**src/rtl/timer_pkg.sv**
```systemverilog
// Shared mode encodings, channel-select codes and control-word layout for the
// three-channel programmable timer.
package timer_pkg;

    typedef enum logic [1:0] {
        MODE_ONESHOT = 2'b00,
        MODE_RATE    = 2'b01,
        MODE_SQUARE  = 2'b10,
        MODE_HOLD    = 2'b11
    } mode_e;

    localparam logic [1:0] CH_CTRL = 2'b11;

    localparam int CTRL_TARGET_LSB = 0;
    localparam int CTRL_MODE_LSB   = 2;
    localparam int CTRL_GATE_BIT   = 4;
    localparam int CTRL_W          = 5;

    // Packed view of counter_val[4:0] on a control write: {gate, mode, target}.
    typedef struct packed {
        logic       gate;
        mode_e      mode;
        logic [1:0] target;
    } ctrl_t;

endpackage

```
**src/rtl/timer_channel.sv**
```systemverilog
// One timer channel: reload and count registers, mode, gate and output logic.
// Writes from the bus take priority over a coincident count tick.
module timer_channel
    import timer_pkg::*;
#(
    parameter int WIDTH = 32
) (
    input  logic             clk,
    input  logic             rst,
    input  logic             i_tick,
    input  logic             i_load,
    input  logic             i_ctrl,
    input  logic [WIDTH-1:0] i_val,
    input  mode_e            i_mode,
    input  logic             i_gate,
    output logic [WIDTH-1:0] o_count,
    output logic             o_out,
    output logic             o_running
);

    localparam logic [WIDTH-1:0] ONE = WIDTH'(1);

    logic [WIDTH-1:0] r_reload;
    logic [WIDTH-1:0] r_count;
    mode_e            r_mode;
    logic             r_gate;
    logic             r_running;
    logic             r_out;

    // NOTE: every register here is updated with <= so all channels and the
    // prescaler see the same pre-edge values within a clock.
    always_ff @(posedge clk) begin
        if (rst) begin
            r_reload  <= '0;
            r_count   <= '0;
            r_mode    <= MODE_ONESHOT;
            r_gate    <= 1'b0;
            r_running <= 1'b0;
            r_out     <= 1'b0;
        end else if (i_load) begin
            r_reload  <= i_val;
            r_count   <= i_val;
            r_out     <= 1'b0;
            r_running <= (i_val != '0) && r_gate;
        end else if (i_ctrl) begin
            r_mode    <= i_mode;
            r_gate    <= i_gate;
            r_count   <= r_reload;
            r_out     <= 1'b0;
            r_running <= (r_reload != '0) && i_gate;
        end else begin
            // Rate mode output is a single-cycle pulse; clear it unless a
            // terminal event below sets it again.
            if (r_mode == MODE_RATE) begin
                r_out <= 1'b0;
            end
            if (i_tick && r_running) begin
                case (r_mode)
                    MODE_ONESHOT: begin
                        if (r_count == ONE) begin
                            r_count   <= '0;
                            r_out     <= 1'b1;
                            r_running <= 1'b0;
                        end else if (r_count != '0) begin
                            r_count <= r_count - ONE;
                        end
                    end
                    MODE_RATE: begin
                        if (r_count == ONE) begin
                            r_count <= r_reload;
                            r_out   <= 1'b1;
                        end else if (r_count != '0) begin
                            r_count <= r_count - ONE;
                        end
                    end
                    MODE_SQUARE: begin
                        if (r_count == ONE) begin
                            r_count <= r_reload;
                            r_out   <= ~r_out;
                        end else if (r_count != '0) begin
                            r_count <= r_count - ONE;
                        end
                    end
                    MODE_HOLD: begin
                        r_count <= r_count;
                    end
                endcase
            end
        end
    end

    assign o_count   = r_count;
    assign o_out     = r_out;
    assign o_running = r_running;

endmodule

```
**src/rtl/timer_3ch.sv**
```systemverilog
// Three-channel programmable timer: shared prescaler, bus write decode and a
// combinational read-back mux over the channel counts and status bits.
module timer_3ch
    import timer_pkg::*;
#(
    parameter int PRESCALE = 1,
    parameter int WIDTH    = 32
) (
    input  logic             clk,
    input  logic             rst,
    input  logic             counter_we,
    input  logic [1:0]       counter_ch,
    input  logic [WIDTH-1:0] counter_val,
    output logic [WIDTH-1:0] counter_out,
    output logic             counter0_out,
    output logic             counter1_out,
    output logic             counter2_out
);

    localparam int PW = (PRESCALE > 1) ? $clog2(PRESCALE) : 1;
    localparam logic [PW-1:0] PRE_LAST = PW'(PRESCALE - 1);

    logic [PW-1:0]    r_prescale;
    logic             w_tick;
    ctrl_t            w_ctrl_word;
    logic             w_is_ctrl;
    logic [2:0]       w_load;
    logic [2:0]       w_ctrl;
    logic [2:0]       w_out;
    logic [2:0]       w_running;
    logic [WIDTH-1:0] w_count [3];

    assign w_tick = (r_prescale == PRE_LAST);

    always_ff @(posedge clk) begin
        if (rst || w_tick) begin
            r_prescale <= '0;
        end else begin
            r_prescale <= r_prescale + PW'(1);
        end
    end

    assign w_ctrl_word = ctrl_t'(counter_val[CTRL_W-1:0]);
    assign w_is_ctrl   = counter_we && (counter_ch == CH_CTRL);

    for (genvar i = 0; i < 3; i++) begin : g_ch
        // A control word targeting CH_CTRL matches no channel and is dropped.
        assign w_load[i] = counter_we && (counter_ch == 2'(i));
        assign w_ctrl[i] = w_is_ctrl && (w_ctrl_word.target == 2'(i));

        timer_channel #(
            .WIDTH (WIDTH)
        ) u_channel (
            .clk       (clk),
            .rst       (rst),
            .i_tick    (w_tick),
            .i_load    (w_load[i]),
            .i_ctrl    (w_ctrl[i]),
            .i_val     (counter_val),
            .i_mode    (w_ctrl_word.mode),
            .i_gate    (w_ctrl_word.gate),
            .o_count   (w_count[i]),
            .o_out     (w_out[i]),
            .o_running (w_running[i])
        );
    end

    // NOTE: counter_out gets a default before the case so no path leaves it
    // unassigned and a latch cannot be inferred.
    always_comb begin
        counter_out = '0;
        case (counter_ch)
            2'b00:   counter_out = w_count[0];
            2'b01:   counter_out = w_count[1];
            2'b10:   counter_out = w_count[2];
            default: counter_out[5:0] = {w_running, w_out};
        endcase
    end

    assign counter0_out = w_out[0];
    assign counter1_out = w_out[1];
    assign counter2_out = w_out[2];

endmodule

```
**config.mk**
```make
export PLATFORM = sky130hd
export DESIGN_NAME = timer_3ch
export DESIGN_NICKNAME = d
export VERILOG_FILES = /design/src/rtl/timer_pkg.sv /design/src/rtl/timer_channel.sv /design/src/rtl/timer_3ch.sv
export SDC_FILE = /design/constraint.sdc
export NUM_CORES = 1
export LEC_CHECK = 0
export ABC_CLOCK_PERIOD_IN_PS = 8630
export BUFFER_PORTS_ARGS = -buffer_cell sky130_fd_sc_hd__buf_2
export CAP_MARGIN = 0
export CORE_AREA = 8 8 215 176
export DETAILED_ROUTE_END_ITERATION = 6
export DIE_AREA = 0 0 223 184
export SYNTH_ARGS = -nofsm -noshare
export SYNTH_HDL_FRONTEND = slang
export SYNTH_SLANG_ARGS = --single-unit
```
**constraint.sdc**
```tcl
create_clock -name clk -period 8.63 [get_ports clk]
set_input_delay 0.863 -clock clk [delete_from_list [all_inputs] [get_ports clk]]
set_output_delay 0.863 -clock clk [all_outputs]
set_load 0.01 [all_outputs]
```
Yosys cells after proc, flatten, opt, wreduce, memory -nomap -nowiden
Index checks and enable logic that the tools add are counted.
{ "totals": {"ff_bits": 208, "inputBits": 37, "output_inout_bits": 35, "wordCells": 159} }
{ "classes": {"addsub": 4, "eq_ne": 20, "muxes": 53, "bitwise": 7, "n_reduce_logical": 56} }
{ "ops": {"columns": ["cell", "n"], "rows": [
  ["$mux W32", 18],
  ["$reduce_bool A32 Y1", 7],
  ["$pmux W32 S2", 3],
  ["$eq A32 B1 Y1 const B", 3],
  ["$sub A32 B1 Y32 const B", 3],
  ["$pmux W26 S3", 1],
  ["$mux W1", 27],
  ["$reduce_bool A3 Y1", 9],
  ["$eq A2 B2 Y1 const B", 9],
  ["$pmux W6 S3", 1],
  ["$logic_and A1 B1 Y1", 16],
  ["$reduce_and A2 Y1", 6],
  ["$reduce_or A2 Y1", 6],
  ["$eq A2 B1 Y1 const B", 5],
  ["$logic_not A2 Y1", 5],
  ["$ne A3 B1 Y1 const B", 3],
  ["$reduce_and A3 Y1", 3],
  ["$reduce_or A3 Y1", 3],
  ["$not A1 Y1", 7],
  ["$pmux W1 S2", 3],
  ["$add A1 B1 Y1 const B", 1],
  ["$logic_or A1 B1 Y1", 1]
]} }

Depth between registers and ports, before layout
Gate-level depths: netlist of the first run.
{ "depth": {"depth_word": 7, "depth_mapped": 11, "depth_no_buf": 9} }

Modules after synthesis
Synthesis of the first run repeated with hierarchy kept, for this count alone.
{ "hier_totals": {"cells_unflattened": 1721, "area_unflattened_um2": 13671.9} }
{ "modules_own_cells": {"columns": ["mod", "instances", "cells_per_inst", "area_each_um2", "seq_area_each_um2"], "rows": [
  ["timer_channel", 3, 547, 4276.6, 1381.3],
  ["timer_3ch", 1, 80, 842.1, 20.0]
]} }

Worst setup path after synthesis of the first run
No wires, ideal clock.
{ "synth_path": {"path_kind": "input to output", "from": "input counter_ch[1]", "to": "output counter_out[10]", "t_arrival_ns": 2.600, "required_time_ns": 7.767, "path_slack_ns": 5.167, "cell_stages": 5, "n_path_buf": 3, "path_cell_list": "buf_1 > clkbuf_1 > clkbuf_1 > mux2i_1 > o21ai_0"} }
{ "synth_via": {"elab_chain_len": 2, "word_cells_on_any_way": 4, "cone_classes": "2 x eq/ne; 1 x mux; 1 x reduce/logical"} }
{ "synth_lines": {"columns": ["item", "line_no", "rtl"], "rows": [
  ["start: declaration", "timer_3ch.sv:12", "input logic [1:0] counter_ch,"],
  ["$eq A2 B2 Y1, or another cell as far along", "timer_3ch.sv:72", "case (counter_ch)"],
  ["$pmux W26 S3 *", "timer_3ch.sv:72", null],
  ["end: declaration", "timer_3ch.sv:14", "output logic [WIDTH-1:0] counter_out,"]
]} }
Mark *: on every way between the ends. The rest lies on a longest branch, timed or not.

Worst setup path in the final report of the first run
{ "layout_path": {"from": "input counter_ch[0]", "to": "output counter_out[11]"} }
The elaborated chain is that of the path after synthesis.

==> out/results.ini, run 1 <==
[sta]
rsz0062_at_grt=false
fmax_mhz=258
post-route-period-util=0.450
hold_viol=0
drv_slew=0
final-setup-viol-count=0
fin_skew_ns=0.0244
worst_slew_pin_slew_ns=1.16
fin_setup_tns_ns=0
relSlewSlack=0.224
period_minus_slack_ns=3.88

[worst_setup_path]
worstReg2RegStart=g_ch[2].u_channel.o_count[16]
cpMaxStageDelayCell=nor2b_2
crit_path_max_fanout=40
rr_worst_depth=7
end_kind=output port
cp-start-kind=input port
critPathArrivalTime_ns=3.02
max_stage_delay_ns=1.02
r2r_slack_ns=4.96
crit_required_ns=7.77
worstPathCellList=buf_2, nor2b_2, nand2_1, o21ai_0, buf_2
crit_type=in -> out
crit_end=counter_out[11]
r2r_end=g_ch[2].u_channel.o_count[5]
startpoint=counter_ch[0]
cp_common_cell=buf_2

[logic_synthesis]
synth_warnings=0
avgSynthCellArea_sq_um=7.60
synth_cell_types=79
yosys_register_bits=208
syn_area_sq_um=11900
synth_cells=1561
synth_nets=1622
synth_flop_cell=dfxtp_1
synth-edff-count=0
async_flop_share=0
seq_area_frac_synth=0.351

[detailed_routing]
post-route-drc-count=2
ant_nets=0
via_per_inst=6.43
vias=13100
drt-pass1-iter-count=7
wl_per_cell_um=25.4
detail_route.iter0.violations=1927
wl_mm=51.6

[clock_network]
numCtsBuffers=24
clkTransAtPathRegs_ns=0.06
cts.sinks=208
h-tree-depth=1
clock_latency_ns=0.56
tritoncts=built
cts_setup_buffers=0
cts_resized=0
ctsHoldBuffers=0
root_buffer=clkbuf_16
clk_path_buf_depth=3

[global_route]
grt_max_degree=63
grt_antenna_before_repair=3
grt_overflow=0
grt_usage=0.242
grt_pass1_wl_mm=76.9
grt_pass1_vias=12000

[placement]
io_buffers=71
hpwl_mm=36.2
gp_congestion=0.971
dpl.cell_count=1984

[floorplanning]
die_w_um=223
die_h_um=184
dieArea_sq_um=41000
fp-row-count=61
ioPinCount=72
start_util=0.346
coreArea_sq_um=34300

[pwr]
p_total_w=0.00378
vdd_drop_max_mv=0.137
power_density_nw_per_um2=285
leakagePower_nw=4.74

[layout]
nets=1630
drive_gt1_frac=0.103
fin_cells=2029
final_common_cell=nand2_1
synthToLayoutAreaGrowth_pct=11.9
final_core_util=0.387
layout_common_cells=295 x nand2_1, 208 x dfxtp_1, 172 x a21oi_1

[hold_path]
hp-class=reg -> reg

[status]
status=complete, but fails checks
violations=design-rule violations

[run]
cap_violations=0

[logic make-up after synthesis]
kind of cell	synth area share
flops	0.351
fa+ha+maj	0.0253
xor+xnor	0.00517
mux	0.0401
compound gates	0.264
buf+inv	0.0517
other cells	0.000316
simple gates	0.263
[sequential cells by signal (all words and copies together) (netlist names)]
name / cells
g_ch.u_channel.o_running: 3
g_ch.u_channel.r_mode: 6
g_ch.u_channel.r_gate: 3
r_prescale: 1
g_ch.u_channel.o_count: 96
g_ch.u_channel.o_out: 3
g_ch.u_channel.r_reload: 96
[metrics by stage]
step	hold slack (ns)	instance area (sq um)	setup slack, ns
after global routing	0.486	13300	4.65
final	0.456	13300	4.75
after global placement	0.444	12500	4.66
after CTS	0.459	13300	4.83
after detailed placement	0.451	12500	4.57
after floorplan	0.437	11900	5.17
[synth_stat cells (11+ instances only)]
cell type / n / area, sq um
a21oi_1: 173 / 866
a222oi_1: 12 / 120
a31oi_1: 19 / 119
buf_1: 11 / 41.3
clkbuf_1: 86 / 323
dfxtp_1: 208 / 4160
ha_1: 24 / 300
inv_1: 48 / 180
mux2i_1: 34 / 340
nand2_1: 295 / 1110
nand3_1: 45 / 225
nand4_1: 31 / 194
nor2_1: 79 / 297
nor3_1: 44 / 220
nor4_1: 59 / 369
o211ai_1: 15 / 113
o21ai_0: 68 / 340
o21ai_1: 26 / 130
o22ai_1: 15 / 93.8
o311ai_0: 13 / 114
o31ai_1: 13 / 97.6
o32ai_1: 19 / 166
or2_2: 12 / 75.1
or3_1: 17 / 106
or4_1: 28 / 210
[worst min-delay path by stage]
stage | from | end | slack (ns) | cells past startpoint
after global routing | g_ch[2].u_channel.r_gate | g_ch[2].u_channel.r_gate | 0.49 | 2
after global placement | g_ch[0].u_channel.r_gate | g_ch[0].u_channel.r_gate | 0.44 | 2
after CTS | g_ch[0].u_channel.r_gate | g_ch[0].u_channel.r_gate | 0.46 | 2
after floorplan | g_ch[0].u_channel.r_gate | g_ch[0].u_channel.r_gate | 0.44 | 2
final | g_ch[0].u_channel.r_gate | g_ch[0].u_channel.r_gate | 0.46 | 2
after detailed placement | g_ch[0].u_channel.r_gate | g_ch[0].u_channel.r_gate | 0.45 | 2
[critical path, delay by kind of cell]
| kind | cells | cell delay (ns) |
|---|---|---|
| AND/OR/NAND/NOR | 2 | 1.17 |
| buffers and inverters | 2 | 0.78 |
| AO/OA/AOI/OAI | 1 | 0.18 |
[metal layers]
metal / global-route usage / routed length (um) / vias to the layer above
met5: 0 / 13 / -
met4: 0.0865 / 2040 / 2
met3: 0.0834 / 6350 / 127
met2: 0.348 / 21200 / 814
met1: 0.329 / 22000 / 6254
li1: - / - / 5856
[power breakdown]
| group | total, W | leakage [nW] | internal (W) | switching, W |
|---|---|---|---|---|
| registers | 0.00119 | 1.69 | 0.00104 | 0.000152 |
| logic | 0.00157 | 2.67 | 0.000555 | 0.00102 |
| clock network | 0.00101 | 0.375 | 0.000578 | 0.000436 |
[cell type report]
| cell class | count | area [sq um] |
|---|---|---|
| inverter | 48 | 180 |
| multi-input combinational | 1196 | 7110 |
| fill | 3571 | 21000 |
| tap | 441 | 552 |
| antenna | 2 | 5.00 |
| sequential | 208 | 4160 |
| timing repair buffer | 91 | 508 |
| clock inverter | 7 | 71.3 |
| clock buffer | 36 | 686 |
(Power assumes the default switching activity.)
==> run 2: changes to the inputs <==
- ABC_AREA: not set -> 1
- ABC_CLOCK_PERIOD_IN_PS: 8630 -> 3630
- CORE_AREA: 8 8 215 176 -> 8 8 230 188
- DIE_AREA: 0 0 223 184 -> 0 0 238 196
- clock period: 8.63 -> 3.63 ns (I/O delays scaled with it)
==> run 2 against run 1 <==
The flow now finishes without violations. Total power increased by 87%. Clock-buffer cell count decreased by 3. Clock power increased by 150%. Routed wire length increased by 23%. Sequential share of layout area decreased by 4.1 points. Worst hold slack got worse by 0.30 ns. Synthesized area increased by 15%. Die area increased by 14%. Non-clock buffer count unchanged. Combinational power increased by 28%. Worst setup slack got worse by 3.9 ns. Final area increased by 15%. Largest cell class unchanged. Largest power group is now sequential cells.
==> out/results.ini, run 2 <==
[clock_network]
root_buffer=clkbuf_16
clock_latency_ns=0.54  ; -0.02 ns
h-tree-depth=1  ; unchanged
cts_resized=0  ; unchanged
cts_setup_buffers=0  ; unchanged
ctsHoldBuffers=0  ; unchanged
numCtsBuffers=25  ; +4.2%
cts.sinks=208  ; unchanged
tritoncts=built
clk_path_buf_depth=3  ; unchanged
clkTransAtPathRegs_ns=0.07  ; about the same

[logic_synthesis]
yosys-top-cells-count=514 x nand2_1, 335 x nor2_1, 240 x inv_1
seq_area_frac_synth=0.305  ; -0.0463
synth_flop_cell=dfxtp_1
syn_area_sq_um=13700  ; +15%
synth_top_area_frac=0.305  ; -0.0463
synth_cells=2253  ; +44%
synth_simple_gate_area_frac=0.368  ; +0.105
yosysMostFrequentCell=nand2_1
synth_cell_types=43  ; -46%
synth_top_family_by_area=simple AND/OR/NAND/NOR gates
synth_top_cell_by_area=dfxtp_1
synthMuxAreaShare=0  ; -0.0401
avgSynthCellArea_sq_um=6.07  ; -20%
synthXorXnorAreaFrac=0.0333  ; +0.0281
synthTopCellsByArea=dfxtp_1 30%, nand2_1 14%, nor2_1 9.2%
synth-edff-count=0  ; unchanged
synth_fa_ha_area_frac=0.0220  ; -0.00334
yosys_register_bits=208  ; unchanged
synth_warnings=0  ; unchanged
synth_nets=2314  ; +43%
async_flop_share=0  ; unchanged
synth-compound-area-share=0.162  ; -0.102

[pwr]
p_total_w=0.00707  ; +87%
power_density_nw_per_um2=464  ; +63%
leakagePower_nw=6.73  ; +42%
vdd_drop_max_mv=0.228  ; +67%

[placement]
dpl.cell_count=2791  ; +41%
io_buffers=71  ; unchanged
hpwl_mm=48.8  ; +35%
gp_congestion=1.03  ; +5.5%

[global_route]
grt_max_degree=74  ; +17%
grt_pass1_vias=14500  ; +21%
grt_antenna_before_repair=2  ; -1
grt_pass1_wl_mm=94.7  ; +23%
grt_usage=0.265  ; +0.0235
grt_overflow=0  ; unchanged

[layout]
nFillCells=4439  ; +24%
final_core_util=0.383  ; -0.00438
layout_common_cells=514 x nand2_1, 334 x nor2_1, 238 x inv_1
fin_cells=2831  ; +40%
seqCellArea_sq_um=4160  ; unchanged
synthToLayoutAreaGrowth_pct=11.5
final_common_cell=nand2_1
nets=2335  ; +43%
multi_input_area_sq_um=8030  ; +13%
drive_gt1_frac=0.0801  ; -0.0227

[worst_setup_path]
cp-start-kind=register
startpoint=g_ch[1].u_channel.o_count[14]
crit_required_ns=4.06  ; -3.71 ns
crit_type=reg -> reg
critPathArrivalTime_ns=3.25  ; +0.23 ns
worstReg2RegStart=g_ch[1].u_channel.o_count[14]
end_kind=register
crit_path_max_fanout=24  ; -40%

[sta]
hold_ws_ns=0.155  ; -0.301 ns
worst_slew_pin_slew_ns=1.24  ; +0.0792 ns
rsz0062_at_grt=false
fin_setup_tns_ns=0  ; unchanged
period_minus_slack_ns=2.82
fmax_mhz=355
relSlewSlack=0.171  ; -0.0531
post-route-period-util=0.776
final-setup-viol-count=0  ; unchanged
hold_viol=0  ; unchanged
fin_skew_ns=0.0123  ; -0.0120 ns
drv_slew=0  ; unchanged

[detailed_routing]
vias=15700  ; +20%
drt-pass1-iter-count=6  ; -1
detail_route.iter0.violations=1997  ; +3.6%
wl_per_cell_um=22.4  ; -12%
ant_nets=0  ; unchanged
via_per_inst=5.53  ; -14%
post-route-drc-count=0  ; -2
wl_mm=63.5  ; +23%

[floorplanning]
dieArea_sq_um=46600  ; +14%
die_h_um=196  ; +6.5%
coreArea_sq_um=39800  ; +16%
die_w_um=238  ; +6.7%
ioPinCount=72  ; unchanged
start_util=0.343  ; -0.00278
fp-row-count=66  ; +8.2%

[status]
status=finished clean

[run]
cap_violations=0  ; unchanged

[hold_path]
hp-class=in -> reg
min_from=counter_val[19]

run 2: cell count changes after synthesis, sizes merged, moves of 44 or more:
cell and change:
nor2 +267, nand2 +224, inv +216, nand3 +158, o21ai +77, xor2 +44
run 2: area by class of cell:
| type | count | area share |
|---|---|---|
| clock inverter | 6 | 0.00542 |
| tap | 544 | 0.0446 |
| clock buffer | 33 | 0.0456 |
| multi-input combinational | 1664 | 0.527 |
| timing repair buffer | 91 | 0.0341 |
| antenna | 1 | 0.000164 |
| inverter | 284 | 0.0699 |
| sequential | 208 | 0.273 |
run 2: per-stage QoR:
step / setup WS [ns] / cell area [sq um]
4_1_cts: 0.863 / 15200
3_5_place_dp: 0.692 / 14500
6_report: 0.812 / 15200
2_1_floorplan: 1.81 / 13700
5_1_grt: 0.471 / 15200
3_3_place_gp: 0.704 / 14500
run 2: worst paths after layout:
check | endpoint | slack (ns) | depth (start not counted)
min | g_ch[2].u_channel.r_reload[19] | 0.15 | 3
min reg2reg | g_ch[1].u_channel.r_gate | 0.47 | 2
max | g_ch[1].u_channel.o_count[24] | 0.81 | 10
max reg2reg | g_ch[1].u_channel.o_count[24] | 0.81 | 10
run 2: power breakdown:
part	leakage [nW]	switching, W	internal, W
Combinational	4.65	0.00142	0.000585
Clock	0.382	0.00104	0.00147
Sequential	1.70	0.000154	0.00240
run 2: worst max-delay path, stage by stage, from the launching register on:
cell,delay (ns)
dfxtp_1,0.34
nor2_1,0.16
nand2_1,0.11
nor2_2,0.25
nand2_1,0.08
nor2_1,0.58
inv_1,0.63
nand3_1,0.27
nand3_1,0.09
a21oi_1,0.13
nor2_1,0.05
run 2: cell families (layout without fill, tap and decap cells):
| family | after synthesis | count (layout) |
|---|---|---|
| AND/OR/NAND/NOR | 1180 | 1180 |
| AO/OA/AOI/OAI | 407 | 407 |
| buffers and inverters | 381 | 414 |
| flip-flops | 208 | 208 |
| XOR/XNOR | 52 | 52 |
| adder cells (fa/ha/maj) | 24 | 24 |
| other | 1 | 2 |
run 2: routing by layer:
| layer | up-vias | global-route usage | share of wire |
|---|---|---|---|
| li1 | 7382 | - | - |
| met1 | 7460 | 0.395 | 0.47 |
| met2 | 709 | 0.381 | 0.40 |
| met3 | 112 | 0.0485 | 0.089 |
| met4 | 4 | 0.0772 | 0.034 |
| met5 | - | 0 | 0.00039 |
